$ cat config.mk
export PLATFORM = sky130hd
export DESIGN_NAME = apb_master_arbiter
export DESIGN_NICKNAME = d
export VERILOG_FILES = /design/src/rtl/apb_master_arbiter_pkg.sv /design/src/rtl/apb_master_arbiter_rr_pick.sv /design/src/rtl/apb_master_arbiter.sv
export SDC_FILE = /design/constraint.sdc
export NUM_CORES = 1
export LEC_CHECK = 0
export CORE_MARGIN = 5
export CORE_UTILIZATION = 40
export DETAILED_ROUTE_END_ITERATION = 8
export PLACE_DENSITY = 0.82
export SYNTH_ARGS = -nofsm -noshare
export SYNTH_HDL_FRONTEND = slang
export SYNTH_SLANG_ARGS = --single-unit
export TNS_END_PERCENT = 100
$ cat constraint.sdc
create_clock -name clk_i -period 6.4 [get_ports clk_i]
set_clock_uncertainty 0.2 [all_clocks]
set_input_delay 1.28 -clock clk_i [delete_from_list [all_inputs] [get_ports clk_i]]
set_output_delay 1.28 -clock clk_i [all_outputs]
set_load 0.02 [all_outputs]
$ cat src/rtl/apb_master_arbiter_pkg.sv
// apb_arb_pkg: shared types and helpers for the APB master arbiter.
//   state_e    - transfer sequencer states (IDLE / SETUP / ACCESS)
//   StrbWidth  - byte-strobe width for the default 32-bit data path
//   strb_width - strobe width for an arbitrary data width
//   cnt_width  - timeout counter width, never below 1 bit
package apb_arb_pkg;

  typedef enum logic [1:0] {
    IDLE   = 2'd0,
    SETUP  = 2'd1,
    ACCESS = 2'd2
  } state_e;

  localparam int DefDataWidth = 32;
  localparam int StrbWidth    = DefDataWidth / 8;

  function automatic int strb_width(input int data_width);
    return data_width / 8;
  endfunction

  function automatic int cnt_width(input int timeout_cycles);
    int w;
    w = $clog2(timeout_cycles + 1);
    return (w < 1) ? 1 : w;
  endfunction

endpackage

$ cat src/rtl/apb_master_arbiter_rr_pick.sv
// apb_rr_pick: combinational round-robin picker.
//   req_i - request vector
//   ptr_i - highest-priority index for this pick
//   gnt_o - one-hot grant (zero when no request)
//   idx_o - index of the granted requester
module apb_rr_pick #(
  parameter int NoMasters = 2,
  parameter int IdxW      = 1
) (
  input  logic [NoMasters-1:0] req_i,
  input  logic [IdxW-1:0]      ptr_i,
  output logic [NoMasters-1:0] gnt_o,
  output logic [IdxW-1:0]      idx_o
);

  // Walk from the farthest candidate back to the pointer so that the
  // requester closest to the pointer overwrites any earlier hit.
  always_comb begin
    gnt_o = '0;
    idx_o = '0;
    for (int k = NoMasters - 1; k >= 0; k--) begin
      if (req_i[(int'(ptr_i) + k) % NoMasters]) begin
        gnt_o = '0;
        gnt_o[(int'(ptr_i) + k) % NoMasters] = 1'b1;
        idx_o = IdxW'((int'(ptr_i) + k) % NoMasters);
      end
    end
  end

endmodule

$ cat src/rtl/apb_master_arbiter.sv
// apb_master_arbiter: shares one APB4 master port between NoMasters
// requesters with per-transfer round-robin arbitration and a PREADY timeout.
//   req_*    - per-requester flat request buses, accepted by a req_ready_o pulse
//   rsp_*    - one-hot completion pulse plus shared read data / error
//   p*       - APB4 master port
module apb_master_arbiter
  import apb_arb_pkg::*;
#(
  parameter int NoMasters     = 2,
  parameter int AddrWidth     = 32,
  parameter int DataWidth     = 32,
  parameter int TimeoutCycles = 256
) (
  input  logic                              clk_i,
  input  logic                              rst_i,
  input  logic [NoMasters-1:0]              req_valid_i,
  output logic [NoMasters-1:0]              req_ready_o,
  input  logic [NoMasters*AddrWidth-1:0]    req_addr_i,
  input  logic [NoMasters-1:0]              req_write_i,
  input  logic [NoMasters*DataWidth-1:0]    req_wdata_i,
  input  logic [NoMasters*DataWidth/8-1:0]  req_strb_i,
  input  logic [NoMasters*3-1:0]            req_prot_i,
  output logic [NoMasters-1:0]              rsp_valid_o,
  output logic [DataWidth-1:0]              rsp_rdata_o,
  output logic                              rsp_err_o,
  output logic [AddrWidth-1:0]              paddr_o,
  output logic                              psel_o,
  output logic                              penable_o,
  output logic                              pwrite_o,
  output logic [DataWidth-1:0]              pwdata_o,
  output logic [DataWidth/8-1:0]            pstrb_o,
  output logic [2:0]                        pprot_o,
  input  logic                              pready_i,
  input  logic [DataWidth-1:0]              prdata_i,
  input  logic                              pslverr_i
);

  localparam int StrbW  = strb_width(DataWidth);
  localparam int IdxW   = (NoMasters > 1) ? $clog2(NoMasters) : 1;
  localparam int CntW   = cnt_width(TimeoutCycles);
  localparam int ToLast = (TimeoutCycles > 0) ? TimeoutCycles - 1 : 0;

  state_e                state_q, state_d;
  logic [IdxW-1:0]       ptr_q, ptr_d, idx_q, idx_d, win_idx;
  logic [NoMasters-1:0]  win_gnt, rsp_valid_q, rsp_valid_d;
  logic [AddrWidth-1:0]  addr_q, addr_d;
  logic                  write_q, write_d;
  logic [DataWidth-1:0]  wdata_q, wdata_d, rdata_q, rdata_d;
  logic [StrbW-1:0]      strb_q, strb_d;
  logic [2:0]            prot_q, prot_d;
  logic [CntW-1:0]       cnt_q, cnt_d;
  logic                  err_q, err_d;
  logic                  timeout;

  apb_rr_pick #(.NoMasters(NoMasters), .IdxW(IdxW)) u_pick (
    .req_i (req_valid_i),
    .ptr_i (ptr_q),
    .gnt_o (win_gnt),
    .idx_o (win_idx)
  );

  assign timeout = (TimeoutCycles != 0) && (cnt_q == CntW'(ToLast));

  always_comb begin
    state_d     = state_q;
    ptr_d       = ptr_q;
    idx_d       = idx_q;
    addr_d      = addr_q;
    write_d     = write_q;
    wdata_d     = wdata_q;
    strb_d      = strb_q;
    prot_d      = prot_q;
    cnt_d       = cnt_q;
    rdata_d     = rdata_q;
    err_d       = err_q;
    rsp_valid_d = '0;
    case (state_q)
      IDLE: begin
        if (|req_valid_i) begin
          idx_d   = win_idx;
          addr_d  = req_addr_i[win_idx*AddrWidth +: AddrWidth];
          write_d = req_write_i[win_idx];
          wdata_d = req_wdata_i[win_idx*DataWidth +: DataWidth];
          strb_d  = req_strb_i[win_idx*StrbW +: StrbW];
          prot_d  = req_prot_i[win_idx*3 +: 3];
          ptr_d   = (win_idx == IdxW'(NoMasters - 1)) ? '0 : win_idx + IdxW'(1);
          cnt_d   = '0;
          state_d = SETUP;
        end
      end
      SETUP: state_d = ACCESS;
      ACCESS: begin
        if (pready_i) begin
          rdata_d            = write_q ? '0 : prdata_i;
          err_d              = pslverr_i;
          rsp_valid_d[idx_q] = 1'b1;
          state_d            = IDLE;
        end else if (timeout) begin
          // Hung slave: finish the transfer with an error so the bus frees up.
          rdata_d            = '0;
          err_d              = 1'b1;
          rsp_valid_d[idx_q] = 1'b1;
          state_d            = IDLE;
        end else begin
          cnt_d = cnt_q + CntW'(1);
        end
      end
      default: state_d = IDLE;
    endcase
  end

  always_ff @(posedge clk_i or posedge rst_i) begin
    if (rst_i) begin
      state_q     <= IDLE;
      ptr_q       <= '0;
      idx_q       <= '0;
      addr_q      <= '0;
      write_q     <= 1'b0;
      wdata_q     <= '0;
      strb_q      <= '0;
      prot_q      <= '0;
      cnt_q       <= '0;
      rdata_q     <= '0;
      err_q       <= 1'b0;
      rsp_valid_q <= '0;
    end else begin
      state_q     <= state_d;
      ptr_q       <= ptr_d;
      idx_q       <= idx_d;
      addr_q      <= addr_d;
      write_q     <= write_d;
      wdata_q     <= wdata_d;
      strb_q      <= strb_d;
      prot_q      <= prot_d;
      cnt_q       <= cnt_d;
      rdata_q     <= rdata_d;
      err_q       <= err_d;
      rsp_valid_q <= rsp_valid_d;
    end
  end

  // Grant is combinational off IDLE; masked by reset so nothing is accepted
  // while the block is held in reset.
  assign req_ready_o = (state_q == IDLE && !rst_i) ? win_gnt : '0;
  assign rsp_valid_o = rsp_valid_q;
  assign rsp_rdata_o = rdata_q;
  assign rsp_err_o   = err_q;
  assign psel_o      = (state_q != IDLE);
  assign penable_o   = (state_q == ACCESS);
  assign paddr_o     = addr_q;
  assign pwrite_o    = write_q;
  assign pwdata_o    = write_q ? wdata_q : '0;
  assign pstrb_o     = write_q ? strb_q : '0;
  assign pprot_o     = prot_q;

endmodule

==> results of run 1 <==
[metal layers]
| layer | up-vias | share of wire |
|---|---|---|
| met1 | 2612 | 0.38 |
| met3 | 50 | 0.091 |
| met2 | 286 | 0.49 |
| met5 | - | 0 |
| met4 | 0 | 0.034 |
| li1 | 2442 | - |
[worst max-delay path by stage]
stage,from,end,slack (ps),cells after the start
2_1_floorplan,rst_i,req_ready_o[1],670,2
3_3_place_gp,rst_i,req_ready_o[1],1900,4
3_5_place_dp,rst_i,req_ready_o[1],1890,4
4_1_cts,rst_i,req_ready_o[1],1890,4
5_1_grt,rst_i,req_ready_o[1],1800,4
6_report,rst_i,req_ready_o[1],1930,4
[registers in the layout, summed over array words and instances, names as in the netlist]
register     count
wdata_q         32
pprot_o          3
rsp_valid_o      2
ptr_q            1
paddr_o         32
cnt_q            9
pwrite_o         1
idx_q            1
strb_q           4
rsp_err_o        1
state_q          2
rsp_rdata_o     32
[metrics by stage]
| step | util | power [W] | hold WS [ps] |
|---|---|---|---|
| floorplan | - | 0.00235 | 226 |
| global placement | 0.622 | 0.00322 | 258 |
| detailed placement | 0.622 | 0.00328 | 274 |
| CTS | 0.662 | 0.00419 | 282 |
| global route | 0.662 | 0.00438 | 301 |
| finish | 0.662 | 0.00416 | 279 |
[cell type report]
cell class | count | area [sq um] | share of cell area
Sequential cell | 120 | 3000 | 0.331
Timing Repair Buffer | 298 | 2970 | 0.327
Multi-Input combinational cell | 334 | 2300 | 0.253
Clock buffer | 27 | 513 | 0.0565
Tap cell | 180 | 225 | 0.0248
Clock inverter | 2 | 37.5 | 0.00413
Inverter | 9 | 36.3 | 0.00400
[cell families (layout without fill, tap and decap cells)]
kind of cell,after synthesis,count (layout)
flip-flops,120,120
AO/OA/AOI/OAI,222,222
multiplexers,7,7
buffers and inverters,61,336
AND/OR/NAND/NOR,103,103
adder cells (fa/ha/maj),2,2
[where the power goes]
part,internal [W],switching (W)
clock,0.000578,0.000307
sequential,0.00108,0.000211
combinational,0.000972,0.00101
total,0.00263,0.00153
[layout by cell type, fill, tap and decap left out]
cell                              netlist  final
sky130_fd_sc_hd__inv_1                  9      8
sky130_fd_sc_hd__clkbuf_1              43      5
sky130_fd_sc_hd__nand2b_1               2      2
sky130_fd_sc_hd__ha_1                   2      2
sky130_fd_sc_hd__dfrtp_1              120    120
sky130_fd_sc_hd__and2_1                37     37
sky130_fd_sc_hd__and3_2                 0      2
sky130_fd_sc_hd__clkbuf_16              0     17
sky130_fd_sc_hd__buf_4                  0      6
sky130_fd_sc_hd__or3_1                  2      2
sky130_fd_sc_hd__a221o_1               72     72
sky130_fd_sc_hd__a21boi_0              72     72
sky130_fd_sc_hd__clkdlybuf4s50_1        0    292
sky130_fd_sc_hd__mux2i_1                6      6
sky130_fd_sc_hd__nor4_1                 1      1
sky130_fd_sc_hd__nor2b_2                0      1
sky130_fd_sc_hd__nor2_4                 0      1
sky130_fd_sc_hd__clkinvlp_4             0      1
sky130_fd_sc_hd__nand3_1                2      2
sky130_fd_sc_hd__nand2_1               37     37
sky130_fd_sc_hd__nor4b_1                1      1
sky130_fd_sc_hd__clkbuf_8               0      5
sky130_fd_sc_hd__nor2_1                 9      8
sky130_fd_sc_hd__nor3_1                 2      2
sky130_fd_sc_hd__a21oi_1                3      3
sky130_fd_sc_hd__o21ai_0               73     73
sky130_fd_sc_hd__bufinv_16              0      1
sky130_fd_sc_hd__o21a_1                 1      1
sky130_fd_sc_hd__nor3b_1                1      1
sky130_fd_sc_hd__or2_2                  2      2
sky130_fd_sc_hd__nand4_1                3      3
sky130_fd_sc_hd__a21o_1                 1      1
sky130_fd_sc_hd__inv_4                  0      1
sky130_fd_sc_hd__mux2_2                 1      1
sky130_fd_sc_hd__or4b_1                 1      1
==> implementation parameters, run 1 <==
Parameter                              Value

Min path
  Sink of the worst hold path ... rsp_valid_o[0]$_DFF_PP0_
  Class of the tightest hold or removal check ... flip-flop to flip-flop
  Number of instances on the worst hold path ... 1
  Worst hold start ... idx_q$_DFFE_PP0P_

Global route
  Met2 track demand over resource in global routing ... 0.392
  Maximum number of pins on one net before global-route repair ... 78
  Antenna violations before repair ... 0
  Top Usage Layer GRT ... met2
  Overall track demand over capacity in global routing ... 0.234
  Met3 layer usage reported by global route ... 0.0753
  GR Util met1 ... 0.273
  Via count of the first global-routing pass ... between 5000 and 6000
  GRT overflow ... 0
  Global-route wire length before repair ... between 20000 and 30000 microns

Clock network
  CTS H-tree depth ... 4
  Worst-Skew Late Latency ... between 400 and 500 ps
  Clock-pin slew reported for the worst setup and hold paths after clock tree synthesis ... 50 ps
  Clk root buf ... sky130_fd_sc_hd__clkbuf_16
  Total of cells resized after clock tree synthesis ... 0
  Total CTS buffers ... 17
  Clock Sinks ... 120
  Number of buffers inserted by post-CTS setup repair ... 0
  Maximum buffer depth of the clock tree ... 2
  # hold bufs at CTS ... 0
  TritonCTS clock tree ... yes

Timing
  Maximum clock rate ... approximately 220 MHz
  Setup-failing EPs final ... 0
  Min Tclk post-route ... 4470 ps
  Final Worst Setup Slack ... just under 2000 ps
  Aggregate negative setup slack ... 0 ps
  Final clock period utilization by the worst path ... 0.698
  Count of pins over their slew limit ... 0
  Fin. Hold Viols ... 0
  RSZ-0062 raised after global routing ... no
  Actual slew at the worst max-slew pin ... 1240 ps
  Max-slew headroom ... 0.171

Routing
  TritonRoute pass-1 iters ... 7
  Total number of vias ... roughly 5400
  Post-route DRC violation count ... 0
  ANT nets after route ... 0
  Via count normalized by instance count ... around 5.6
  Routed WL ... about 19000 microns
  Violation count after the first detailed-routing iteration ... around 440
  Routed wirelength normalized by instance count ... roughly 20 microns

Critical path
  Data required time of the worst path ... 4920 ps
  Cell type of the slowest stage on the worst timing path ... sky130_fd_sc_hd__clkdlybuf4s50_1
  Worst reg2reg path startpoint ... state_q[1]$_DFFE_PP0P_
  End of the worst register-to-register path ... paddr_o[10]$_DFFE_PP0P_
  Sum of buffers and inverters on the critical path ... 3
  Worst path most repeated cell ... sky130_fd_sc_hd__clkdlybuf4s50_1
  Critical path type ... primary input to primary output
  Peak per-stage delay on the critical path ... about 600 ps
  Largest fanout of any net on the critical path ... 45
  Critical Path Start Type ... primary input
  Worst R2R Path Depth ... 4
  Gate family responsible for the most delay along the worst path ... buffers and inverters
  Worst-case register-to-register setup slack ... 3310 ps
  Critical Path, Cell by Cell ... clkdlybuf4s50_1, inv_4, and2_1, clkdlybuf4s50_1
  Data arrival at the endpoint of the critical path ... 2990 ps
  Critical path capture point type ... primary output

Yosys
  Adder-cell share of the synthesized area ... 0.00453
  Number of enable-type register cells in the synthesized netlist ... 0
  Synthesized area per cell ... roughly 11 sq um
  Fraction of synthesized cell area in xor and xnor cells ... 0
  Mux cell area share after synthesis ... 0.0129
  Yosys warnings ... 0
  Seq/Total Area, Yosys ... 0.543
  List of most frequent post-synthesis cells ... 120 x sky130_fd_sc_hd__dfrtp_1, 73 x sky130_fd_sc_hd__o21ai_0, 72 x sky130_fd_sc_hd__a21boi_0, 72 x sky130_fd_sc_hd__a221o_1, 43 x sky130_fd_sc_hd__clkbuf_1
  Unique cell type count in the Yosys netlist ... 29
  #FFs+latches synth ... between 100 and 150
  Count leader, synth ... sky130_fd_sc_hd__dfrtp_1
  Gate count after technology mapping ... 515
  Share of async-settable or async-resettable flops after synthesis ... 1.00
  Portion of synthesized cell area occupied by the leading cell type ... 0.543
  Net count after synthesis ... 699
  Synth Flop Type ... sky130_fd_sc_hd__dfrtp_1
  Simple-gate area share of the yosys netlist ... 0.0962
  Cell area after synthesis ... between 5000 and 6000 sq um
  Dominant cell type by area after synthesis ... sky130_fd_sc_hd__dfrtp_1
  Complex-gate fraction of the synthesized area ... 0.300
  Main combinational cell family by area after synthesis ... compound AO/OA/AOI/OAI gates
  Leading post-synthesis cells by cell area ... sky130_fd_sc_hd__dfrtp_1 54%, sky130_fd_sc_hd__a221o_1 13%, sky130_fd_sc_hd__a21boi_0 9.8%

Floorplanning
  Die outline height ... approximately 130 microns
  Die boundary width ... between 100 and 150 microns
  Number of rows created at floorplan ... 43
  Initial core utilization ... 0.403
  Top-Level Pins ... ~290
  CORE AREA ... 13700 sq um
  Area enclosed by the die boundary ... around 16000 sq um

Power and ir drop
  Leakage ... roughly 3.7 nW
  Maximum vdd ir drop ... 0.000203 V
  Total power density per cell area ... approximately 460 nW/um^2

Placement
  Number of port buffers ... roughly 300
  Final weighted congestion in routability-driven placement ... about 0.9
  Total placed instance area ... about 8500 sq um
  Worst slack at placement ... roughly 1900 ps
  Number of placed instances with taps included ... 941
  Total half-perimeter wirelength after legalization and detailed placement ... between 10000 and 15000 microns

Layout
  Final instance area ... slightly above 9000 sq um
  Final layout net count ... slightly below 1000
  Proportion of layout cells with a drive suffix above 1 ... 0.0481
  Number of standard cells in the final layout excluding fillers ... 970
  N_diodes ... 0
  Signed area change from the synthesized netlist to the final layout ... 64.3%
  Number of inserted filler cells in the final layout ... ~1000

Run
  Max-cap violations ... 0

Status
  Status ... finished, final reports clean
(Power assumes the default switching activity.)
==> run 2: changes to the inputs <==
Settings changed: CORE_UTILIZATION 40 to 36, PLACE_DENSITY 0.82 to 0.77.
Clock period 6.4 ns to 3.76 ns, I/O delays scaled along.
==> implementation parameters, run 2 (synthesized netlist as in run 1, its figures left out) <==
Parameter                              Value

Status
  Status ... finished, final reports clean

Layout
  Signed area change from the synthesized netlist to the final layout ... 66.9%
  Number of standard cells in the final layout excluding fillers ... 986 (+1.6%)
  Final instance area ... 9230 sq um (+1.6%)
  Proportion of layout cells with a drive suffix above 1 ... 0.0627 (+0.0146)
  Fraction of the core area covered by cells at the end of the flow ... 0.609 (-0.0526)
  Final layout net count ... 969 (+0.52%)
  Number of inserted filler cells in the final layout ... 1200 (+14%)
  Most frequent cells in the layout ... 292 x sky130_fd_sc_hd__clkdlybuf4s50_1, 120 x sky130_fd_sc_hd__dfrtp_1, 73 x sky130_fd_sc_hd__o21ai_0
  Most common cell after layout, fill and taps aside ... sky130_fd_sc_hd__clkdlybuf4s50_1
  N_diodes ... 0 (unchanged)

Global route
  Antenna violations before repair ... 0 (unchanged)
  Overall track demand over capacity in global routing ... 0.213 (-0.0217)
  Maximum number of pins on one net before global-route repair ... 79 (+1.3%)
  Via count of the first global-routing pass ... 5678 (-0.47%)
  GRT overflow ... 0 (unchanged)
  Global-route wire length before repair ... 30400 microns (+2.0%)

Routing
  TritonRoute pass-1 iters ... 4 (-3)
  Routed WL ... 19200 microns (-1.0%)
  Via count normalized by instance count ... 5.45 (-1.8%)
  ANT nets after route ... 0 (unchanged)
  Post-route DRC violation count ... 0 (unchanged)
  Routed wirelength normalized by instance count ... 19.5 microns (-2.6%)
  Total number of vias ... 5378 (-0.22%)
  Violation count after the first detailed-routing iteration ... 297 (-33%)

Power and ir drop
  Share of power burned in the clock network ... 0.241 (+0.028)
  Maximum vdd ir drop ... 0.000477 V (+130%)
  Fraction of power spent switching nets ... 0.359 (-0.00848)
  Sequential share of power ... 0.292 (-0.019)
  Leakage ... 3.78 nW (+1.7%)
  Share of power burned in combinational logic ... 0.466 (-0.011)
  Design internal power ... 0.00469 W (+78%)
  Total power density per cell area ... 794 nW/um^2 (+73%)
  Switching pwr ... 0.00263 W (+72%)

Critical path
  Data arrival at the endpoint of the critical path ... 2320 ps (-670 ps)
  Cell type of the slowest stage on the worst timing path ... sky130_fd_sc_hd__clkdlybuf4s50_1
  Critical Path Start Type ... flip-flop
  Peak per-stage delay on the critical path ... 600 ps (about the same)
  Critical Path, Cell by Cell ... nor2_4, and3_2, and2_1, clkdlybuf4s50_1
  Largest fanout of any net on the critical path ... 25 (-44%)
  Critical path type ... flip-flop to primary output
  Critical path capture point type ... primary output
  Data required time of the worst path ... 2810 ps (-2110 ps)
  Gate family responsible for the most delay along the worst path ... simple AND/OR/NAND/NOR gates
  Sum of buffers and inverters on the critical path ... 1 (-2)

Clock network
  Clock Sinks ... 120 (unchanged)
  Clk root buf ... sky130_fd_sc_hd__clkbuf_16
  Clock-pin slew reported for the worst setup and hold paths after clock tree synthesis ... 60 ps (about the same)
  Total of cells resized after clock tree synthesis ... 0 (unchanged)
  Maximum buffer depth of the clock tree ... 2 (unchanged)
  Worst-Skew Late Latency ... 410 ps (about the same)
  # hold bufs at CTS ... 0 (unchanged)
  TritonCTS clock tree ... yes
  Total CTS buffers ... 17 (unchanged)
  CTS H-tree depth ... 4 (unchanged)
  Number of buffers inserted by post-CTS setup repair ... 0 (unchanged)

Floorplanning
  Initial core utilization ... 0.365 (-0.0379)
  Die outline height ... 134 microns (+5.0%)
  Area enclosed by the die boundary ... 17900 sq um (+10%)
  CORE AREA ... 15100 sq um (+10%)
  Top-Level Pins ... 293 (unchanged)
  Die boundary width ... 134 microns (+5.0%)
  Number of rows created at floorplan ... 45 (+4.7%)

Timing
  Min Tclk post-route ... 3270 ps
  Fin. Hold Viols ... 0 (unchanged)
  Final clock period utilization by the worst path ... 0.870
  Max-slew headroom ... 0.340 (+0.170)
  Count of pins over their slew limit ... 0 (unchanged)
  Actual slew at the worst max-slew pin ... 990 ps (-254 ps)
  Final Worst Setup Slack ... 489 ps (-1440 ps)
  Maximum clock rate ... slightly above 300 MHz
  Setup-failing EPs final ... 0 (unchanged)
  RSZ-0062 raised after global routing ... no

Placement
  Number of port buffers ... 292 (unchanged)
  Final weighted congestion in routability-driven placement ... 0.842 (-4.3%)
  Total half-perimeter wirelength after legalization and detailed placement ... 13800 microns (+0.99%)
  Total placed instance area ... 8580 sq um (+0.57%)
  Worst slack at placement ... 545 ps (-1350 ps)
  Number of placed instances with taps included ... 954 (+1.4%)

Min path
  Class of the tightest hold or removal check ... flip-flop to flip-flop

Run
  Max-cap violations ... 0 (unchanged)
run 2: changes by cell type in the layout (fill, tap and decap cells not counted), sizes merged:
cell      change
bufinv        +3
clkbuf        -5
clkinv        +2
clkinvlp      +3
buf           +5
run 2: final timing paths:
kind                                        start                    endpoint  slack (ps)  cells after the start
max in group asynchronous                   rst_i  rsp_rdata_o[2]$_DFFE_PP0P_        1250                      4
hold / removal               cnt_q[7]$_DFFE_PP0P_        cnt_q[7]$_DFFE_PP0P_         280                      1
setup / recovery           state_q[0]$_DFFE_PP0P_              req_ready_o[1]         490                      4
min in group asynchronous                   rst_i      paddr_o[7]$_DFFE_PP0P_         700                      3
setup reg to reg           state_q[0]$_DFFE_PP0P_     paddr_o[10]$_DFFE_PP0P_        1090                      4
hold reg to reg              cnt_q[7]$_DFFE_PP0P_        cnt_q[7]$_DFFE_PP0P_         280                      1
run 2: power groups by stage:
stage | Sequential [W] | Combinational, W | Clock [W]
3_3_place_gp | 0.00213 | 0.00338 | 0
3_5_place_dp | 0.00215 | 0.00344 | 0
2_1_floorplan | 0.00247 | 0.00152 | 0
5_1_grt | 0.00221 | 0.00367 | 0.00187
4_1_cts | 0.00214 | 0.00345 | 0.00180
6_report | 0.00214 | 0.00341 | 0.00177
run 2: final cells by class:
type | instances | area, sq um | share of cell area
Clock inverter | 10 | 165 | 0.0179
Clock buffer | 22 | 484 | 0.0525
Tap cell | 188 | 235 | 0.0255
Timing Repair Buffer | 303 | 3010 | 0.326
Multi-Input combinational cell | 334 | 2300 | 0.249
Sequential cell | 120 | 3000 | 0.325
Inverter | 9 | 37.5 | 0.00407
run 2: metrics by stage:
stage / setup TNS [ps] / hold slack, ps / total power (W)
global placement: 0 / 257 / 0.00551
finish: 0 / 281 / 0.00732
CTS: 0 / 284 / 0.00739
floorplan: -164 / 226 / 0.00400
global route: 0 / 302 / 0.00775
detailed placement: 0 / 275 / 0.00559
run 2: layer usage:
metal  part of all wire  vias up  routed length, microns  GRT usage
met2               0.49      274                    9320      0.353
li1                   -     2453                       -          -
met4              0.019        0                     361     0.0623
met1               0.40     2623                    7600      0.259
met5                  0        -                       0          0
met3               0.10       28                    1910     0.0803
